## src/rtl/multi_cycle_ctrl.sv

```systemverilog
// multi_cycle_ctrl: multi-cycle MIPS-style control FSM with a retired-instruction counter.
// Outputs decode from the state register, plus mem_ready and op where noted.
module multi_cycle_ctrl (
    input  logic        clk,
    input  logic        rst,
    input  logic [5:0]  op,
    input  logic        mem_ready,
    output logic        pc_write,
    output logic        pc_write_cond,
    output logic        i_or_d,
    output logic        mem_read,
    output logic        mem_write,
    output logic        ir_write,
    output logic        mem_to_reg,
    output logic        reg_dst,
    output logic        reg_write,
    output logic        alu_src_a,
    output logic [1:0]  alu_src_b,
    output logic [1:0]  alu_op,
    output logic [1:0]  pc_source,
    output logic [3:0]  state,
    output logic        illegal_op,
    output logic [15:0] instr_count
);
    typedef enum logic [3:0] {
        FETCH = 4'd0, DECODE, MEM_ADR, MEM_RD, MEM_WB, MEM_WR,
        EXEC_R, R_WB, BRANCH, JUMP, EXEC_I, I_WB
    } state_t;

    state_t st, nxt;
    logic [15:0] cnt;
    logic retire, is_lw, is_sw, is_r, is_beq, is_j, is_addi;

    assign is_lw   = op == 6'b100011;
    assign is_sw   = op == 6'b101011;
    assign is_r    = op == 6'b000000;
    assign is_beq  = op == 6'b000100;
    assign is_j    = op == 6'b000010;
    assign is_addi = op == 6'b001000;
    assign state       = st;
    assign instr_count = cnt;

    always_comb begin
        nxt    = FETCH;
        retire = 1'b0;
        case (st)
            FETCH:   nxt = mem_ready ? DECODE : FETCH;
            DECODE:  nxt = (is_lw || is_sw) ? MEM_ADR : is_r ? EXEC_R : is_beq ? BRANCH :
                           is_j ? JUMP : is_addi ? EXEC_I : FETCH;
            MEM_ADR: nxt = is_sw ? MEM_WR : MEM_RD;
            MEM_RD:  nxt = mem_ready ? MEM_WB : MEM_RD;
            MEM_WR: begin
                nxt    = mem_ready ? FETCH : MEM_WR;
                retire = mem_ready;
            end
            EXEC_R:  nxt = R_WB;
            EXEC_I:  nxt = I_WB;
            MEM_WB, R_WB, BRANCH, JUMP, I_WB: retire = 1'b1;
            default: nxt = FETCH;
        endcase
    end

    always_comb begin
        pc_write      = 1'b0;
        pc_write_cond = 1'b0;
        i_or_d        = 1'b0;
        mem_read      = 1'b0;
        mem_write     = 1'b0;
        ir_write      = 1'b0;
        mem_to_reg    = 1'b0;
        reg_dst       = 1'b0;
        reg_write     = 1'b0;
        alu_src_a     = 1'b0;
        alu_src_b     = 2'b00;
        alu_op        = 2'b00;
        pc_source     = 2'b00;
        illegal_op    = 1'b0;
        case (st)
            FETCH: begin
                mem_read  = 1'b1;
                alu_src_b = 2'b01;
                ir_write  = mem_ready;
                pc_write  = mem_ready;
            end
            DECODE: begin
                alu_src_b  = 2'b11;
                illegal_op = !(is_lw || is_sw || is_r || is_beq || is_j || is_addi);
            end
            MEM_ADR, EXEC_I: begin
                alu_src_a = 1'b1;
                alu_src_b = 2'b10;
            end
            MEM_RD: begin
                mem_read = 1'b1;
                i_or_d   = 1'b1;
            end
            MEM_WB: begin
                reg_write  = 1'b1;
                mem_to_reg = 1'b1;
            end
            MEM_WR: begin
                mem_write = 1'b1;
                i_or_d    = 1'b1;
            end
            EXEC_R: begin
                alu_src_a = 1'b1;
                alu_op    = 2'b10;
            end
            R_WB: begin
                reg_write = 1'b1;
                reg_dst   = 1'b1;
            end
            BRANCH: begin
                alu_src_a     = 1'b1;
                alu_op        = 2'b01;
                pc_source     = 2'b01;
                pc_write_cond = 1'b1;
            end
            JUMP: begin
                pc_source = 2'b10;
                pc_write  = 1'b1;
            end
            I_WB: reg_write = 1'b1;
            default: ;
        endcase
    end

    always_ff @(posedge clk) begin
        if (rst) begin
            st  <= FETCH;
            cnt <= '0;
        end else begin
            st  <= nxt;
            cnt <= cnt + 16'(retire);
        end
    end
endmodule

```

## config.mk

```make
export PLATFORM = sky130hd
export DESIGN_NAME = multi_cycle_ctrl
export DESIGN_NICKNAME = d
export VERILOG_FILES = /design/src/rtl/multi_cycle_ctrl.sv
export SDC_FILE = /design/constraint.sdc
export NUM_CORES = 1
export LEC_CHECK = 0
export CORE_ASPECT_RATIO = 0.6
export CORE_MARGIN = 2
export CORE_UTILIZATION = 44
export DETAILED_ROUTE_END_ITERATION = 10
export PLACE_DENSITY_LB_ADDON = 0.12
export SLEW_MARGIN = 20
export SYNTH_ARGS = -nofsm -noshare
export SYNTH_HDL_FRONTEND = slang
export SYNTH_SLANG_ARGS = --single-unit
export TNS_END_PERCENT = 20
```

## constraint.sdc

```tcl
create_clock -name clk -period 2.95 [get_ports clk]
set_input_delay 0.4425 -clock clk [delete_from_list [all_inputs] [get_ports clk]]
set_output_delay 0.4425 -clock clk [all_outputs]
set_load 0.01 [all_outputs]
```

# Yosys cells after proc, flatten, opt, wreduce, memory -nomap -nowiden
# Index checks and enable logic that the tools add are counted.
[classes] add_sub_neg=1 n_eq_ne=16 muxes=25 n_reduce_logical=14
[op_table] op="case mux 4 bit (7 select lines)" n=1
[op_table] op="two-way mux 4 bit" n=5
[op_table] op="adder 16 x 1 -> 16 bit" n=1
[op_table] op="== test 4 x 3 -> 1 bit (second input constant)" n=4
[op_table] op="== test 4 bit (second input constant)" n=4
[op_table] op="== test 6 bit (second input constant)" n=2
[op_table] op="two-way mux 1 bit" n=11
[op_table] op="two-way mux 3 bit" n=3
[op_table] op="== test 4 x 2 -> 1 bit (second input constant)" n=2
[op_table] op="case mux 2 bit (2 select lines)" n=2
[op_table] op="== test 6 x 2 -> 1 bit (second input constant)" n=1
[op_table] op="== test 6 x 3 -> 1 bit (second input constant)" n=1
[op_table] op="== test 6 x 4 -> 1 bit (second input constant)" n=1
[op_table] op="logical NOT 6 bit" n=1
[op_table] op="case mux 2 bit (3 select lines)" n=1
[op_table] op="OR reduction 2 bit" n=3
[op_table] op="logical OR 1 bit" n=5
[op_table] op="OR reduction 5 bit" n=1
[op_table] op="== test 4 x 1 -> 1 bit (second input constant)" n=1
[op_table] op="logical NOT 4 bit" n=1
[op_table] op="case mux 1 bit (2 select lines)" n=2
[op_table] op="OR reduction 4 bit" n=1
[op_table] op="OR reduction 3 bit" n=1
[op_table] op="logical NOT 1 bit" n=1
[word_totals] register_bits=20 input_bits=9 output_inout_bits=37 wordCells=58

# Logic depth before layout (Yosys ltp)
[depth] word_depth=8 depth_mapped=11 ltp_nobuf=10

# Worst setup path before layout
# Ideal clock, no wire load.
[synth_timing] path_kind="flip-flop to flip-flop" from="register st[0] (netlist: state[0])" to="register cnt[10] (netlist: instr_count[10])" setup_time_ns=0.128 arrival_time_ns=2.084 required_time_ns=2.822 setup_slack_ns=0.739 path_stages_with_launch=12 n_path_buf=2 synth_period_minus_slack_ns=2.211 cell_sequence="dfxtp_1 > clkbuf_1 > buf_2 > nand3_1 > a21oi_1 > a211oi_1 > ha_1 > ha_1 > and3_2 > nand4_1 > xor2_1 > nor2_1"
[synth_via] elab_chain_len=4 word_cells_on_any_way=9 cone_classes="add/sub: 1; eq/ne: 6; mux: 1; reduce/logical: 1"
[synth_rtl] element="start, declared" line="30" text="state_t st, nxt;"
[synth_rtl] element="start signal, assigned" line="133" text="st <= nxt;"
[synth_rtl] element="== test 4 bit or == test 4 x 3 -> 1 bit (tied branches)" line="46" text="case (st)"
[synth_rtl] element="OR reduction 5 bit" line="46"
[synth_rtl] element="case mux 1 bit (2 select lines) (*)" line="46"
[synth_rtl] element="adder 16 x 1 -> 16 bit (*)" line="134" text="cnt <= cnt + 16'(retire);"
[synth_rtl] element="end signal, assigned" line="134"
[synth_rtl] element="end, declared" line="31" text="logic [15:0] cnt;"
# Mark *: on every way between the ends. The rest lies on a longest branch, timed or not.
# A chain may end at the register's enable or synchronous reset.

# Worst setup path after layout
[layout_timing] from="register st[0] (netlist: state[0])" to="output port illegal_op"
[layout_via] elab_chain_len=2
[layout_rtl] element="== test 4 x 1 -> 1 bit" line="78" text="case (st)"
[layout_rtl] element="two-way mux 1 bit" line="78"
[layout_rtl] element="end, declared" line="22" text="output logic illegal_op,"
# No other way between the ends.

==> impl_metrics.ini <==
[status]
outcome = finished clean

[hold_path]
holdCritPathClass = reg -> reg
worstHoldEndpoint = instr_count[15]
holdPathStages = 2
min_from = instr_count[15]

[synthesis]
syn_nets = 176
syn_avg_cell_area_um2 = 7.73
synth_top_cell_by_area = dfxtp_1
async_flop_share_pct = 0
synth.area.mux_share_pct = 0
yosysSeqAreaShare_pct = 31.4
syn_inst = 165
yosys_warnings = 0
synth_top_family_by_area = simple AND/OR/NAND/NOR gates
synth_xor_area_share_pct = 9.62
synth_edf_count = 0
synth_flop_cell = dfxtp_1
synth-simple-area-share_pct = 38.2
synth_compound_area_share_pct = 13.0
synth_area_leaders = dfxtp_1 31%, nor2_1 6.2%, xnor2_1 4.8%, xor2_1 4.8%, nand4_1 4.4%
synth_cell_types = 41
synth_adder_area_share_pct = 1.96
synthDominantCellAreaShare_pct = 31.4
ys_ff_latch = 20
syn_area_um2 = 1270

[route]
antenna_left = 0
route.detailed.drc = 0
dr_total_vias = 1360
routed_wl_um = 3300
wl_per_cell_um = 13.9
drt_first_iter_violations = 84
avgViaCountPerCell = 5.74
first_pass_iters = 4

[finish]
drive_gt1_share_pct = 5.42
design_area_um2 = 1780
antenna_cells = 0
instances_no_fill = 237
final_net_count = 215
syn_to_final_growth_pct = 39.5
fillers = 241
seq_area_um2 = 400
multi_input_area_um2 = 800

[clock_tree]
post_cts_buffers = 0
clk_latency_ns = 0.26
tritoncts = built
cts.reportedPaths.clkPinSlew_ns = 0.08
cts.sinks = 20
htreeDepth = 1
numCtsBuffers = 3
cts_resized = 0
hold_buffers = 0
clockBufferDepth = 2
clockRootBuffer = clkbuf_8

[grt]
grt_max_degree = 23
grt.overflow.total = 0
grt_antenna_before_repair = 0
grt_pass1_wl_um = 4840
grt_usage_pct = 19.4
first_global_vias = 1035

[floorplan]
core_um2 = 2820
fp.dieW_um = 73.5
rows = 15
ioPinCount = 46
die_y_um = 45.7
dieArea_um2 = 3360
initial_core_util_pct = 45.3

[timing]
rsz0062_at_grt = no
finalHoldViolCount = 0
tightest_slew_ns = 0.743
finClkSkew_ns = 0.00879
period_minus_slack_ns = 2.67
timing.fmax_ghz = 0.375
timing.final.ws_setup_ns = 0.282
min_period_over_period_pct = 90.5
final-setup-viol-count = 0
setup_tns_ns = 0
final-max-slew-violation-count = 0
max_slew_margin_pct = 50.4

[placement]
place_ws_ns = 0.167
dpl.cell_count = 233
place.gp.congestion = 0.880
hpwl_um = 2520
placedInstanceArea_um2 = 1720
portBuffers = 45

[setup_path]
worstSetupStartpointType = flip-flop
worstPathRequired_ns = 2.51
reg2reg_from = state[2]
crit_buf_inv = 1
worstSetupPathType = reg -> out
cp_top_family = flip-flops
worstPathCellList = nor4b_2 > and4b_1 > clkdlybuf4s50_1
crit_path_end_kind = primary output
reg2reg_depth = 7
crit_path_top_delay_cell = dfxtp_1
cp_max_fo = 21
cp_data_arrival_time_ns = 2.23
reg2reg_to = instr_count[12]
max_stage_delay_ns = 0.72
critPathLaunch = state[0]
r2r_slack_ns = 0.46

[power_and_ir_drop]
vdd_drop_max_mv = 0.176
p_leak_uw = 0.000586
p_per_area_nw_per_um2 = 309

[flow_run]
drv_cap = 0
## per-layer routing
layer	vias up	share of wire (%)	track usage [%]
li1	667	-	-
met1	633	50	30.5
met2	58	41	26.1
met3	2	9.1	5.31
met4	0	0.42	3.27
met5	-	0	0
## report_power, final
group	internal, uW	switching [uW]
Sequential	271	5.78
Combinational	34.8	29.2
Clock	119	89.8
## sequential cells by signal (all words and copies together) (netlist names)
register / flops
instr_count: 16
state: 4
## worst register-to-register path: cells and delay by family (launching register included)
kind / cells / cell delay (ns)
flops: 1 / 0.80
fa+ha+maj: 2 / 0.59
compound gates: 3 / 0.52
simple gates: 2 / 0.51
## logic make-up (layout without fill, tap and decap cells)
kind of cell | after synthesis | in the layout
AOI/OAI and AO/OA | 25 | 25
xor gates and xnor gates | 14 | 14
adders and majority gates | 2 | 2
buffers and inverters | 17 | 55
DFF | 20 | 20
and+or+nand+nor | 87 | 87
## synthesized netlist by cell type (all sizes together), types with 2 or more instances
cell	instances
dfxtp	20
nand2b	6
a21oi	7
inv	4
a211oi	2
buf	8
nor4	4
xnor2	7
nor3	10
clkbuf	5
nor2	21
ha	2
o21bai	2
a31oi	2
nor3b	2
o21ai	5
nand3	7
or3	3
xor2	7
o221a	2
nor2b	3
nand4	9
o211ai	2
nand2	10
and3	4
## cell usage in the layout (no fill, tap or decap), types with 7 or more instances in the layout
cell type	count
a21oi_1	7
clkdlybuf4s50_1	45
dfxtp_1	20
nand2_1	10
nand4_1	9
nor2_1	21
nor3_1	10
xnor2_1	7
xor2_1	7
## worst max path at each step
stage	to	slack [ns]	cells after the start
finish	illegal_op	0.28	3
global route	reg_write	0.13	4
detailed placement	instr_count[12]	0.17	10
CTS	illegal_op	0.30	3
global placement	instr_count[14]	0.29	11
floorplan	instr_count[10]	0.74	11
## metrics by stage
step | total power, uW | util (%) | hold WS (ns)
CTS | 552 | 63.2 | 0.542
floorplan | 312 | - | 0.540
finish | 550 | 63.2 | 0.537
global placement | 345 | 61.2 | 0.505
detailed placement | 346 | 61.2 | 0.525
global route | 566 | 63.2 | 0.567
## cell type report
| class | instances | area share, % |
|---|---|---|
| multi-input combinational | 128 | 45.0 |
| timing repair buffer | 47 | 26.2 |
| inverter | 4 | 0.844 |
| sequential | 20 | 22.5 |
| tap | 34 | 2.39 |
| clock buffer | 4 | 3.10 |
Power figures use the tool's default switching activity.
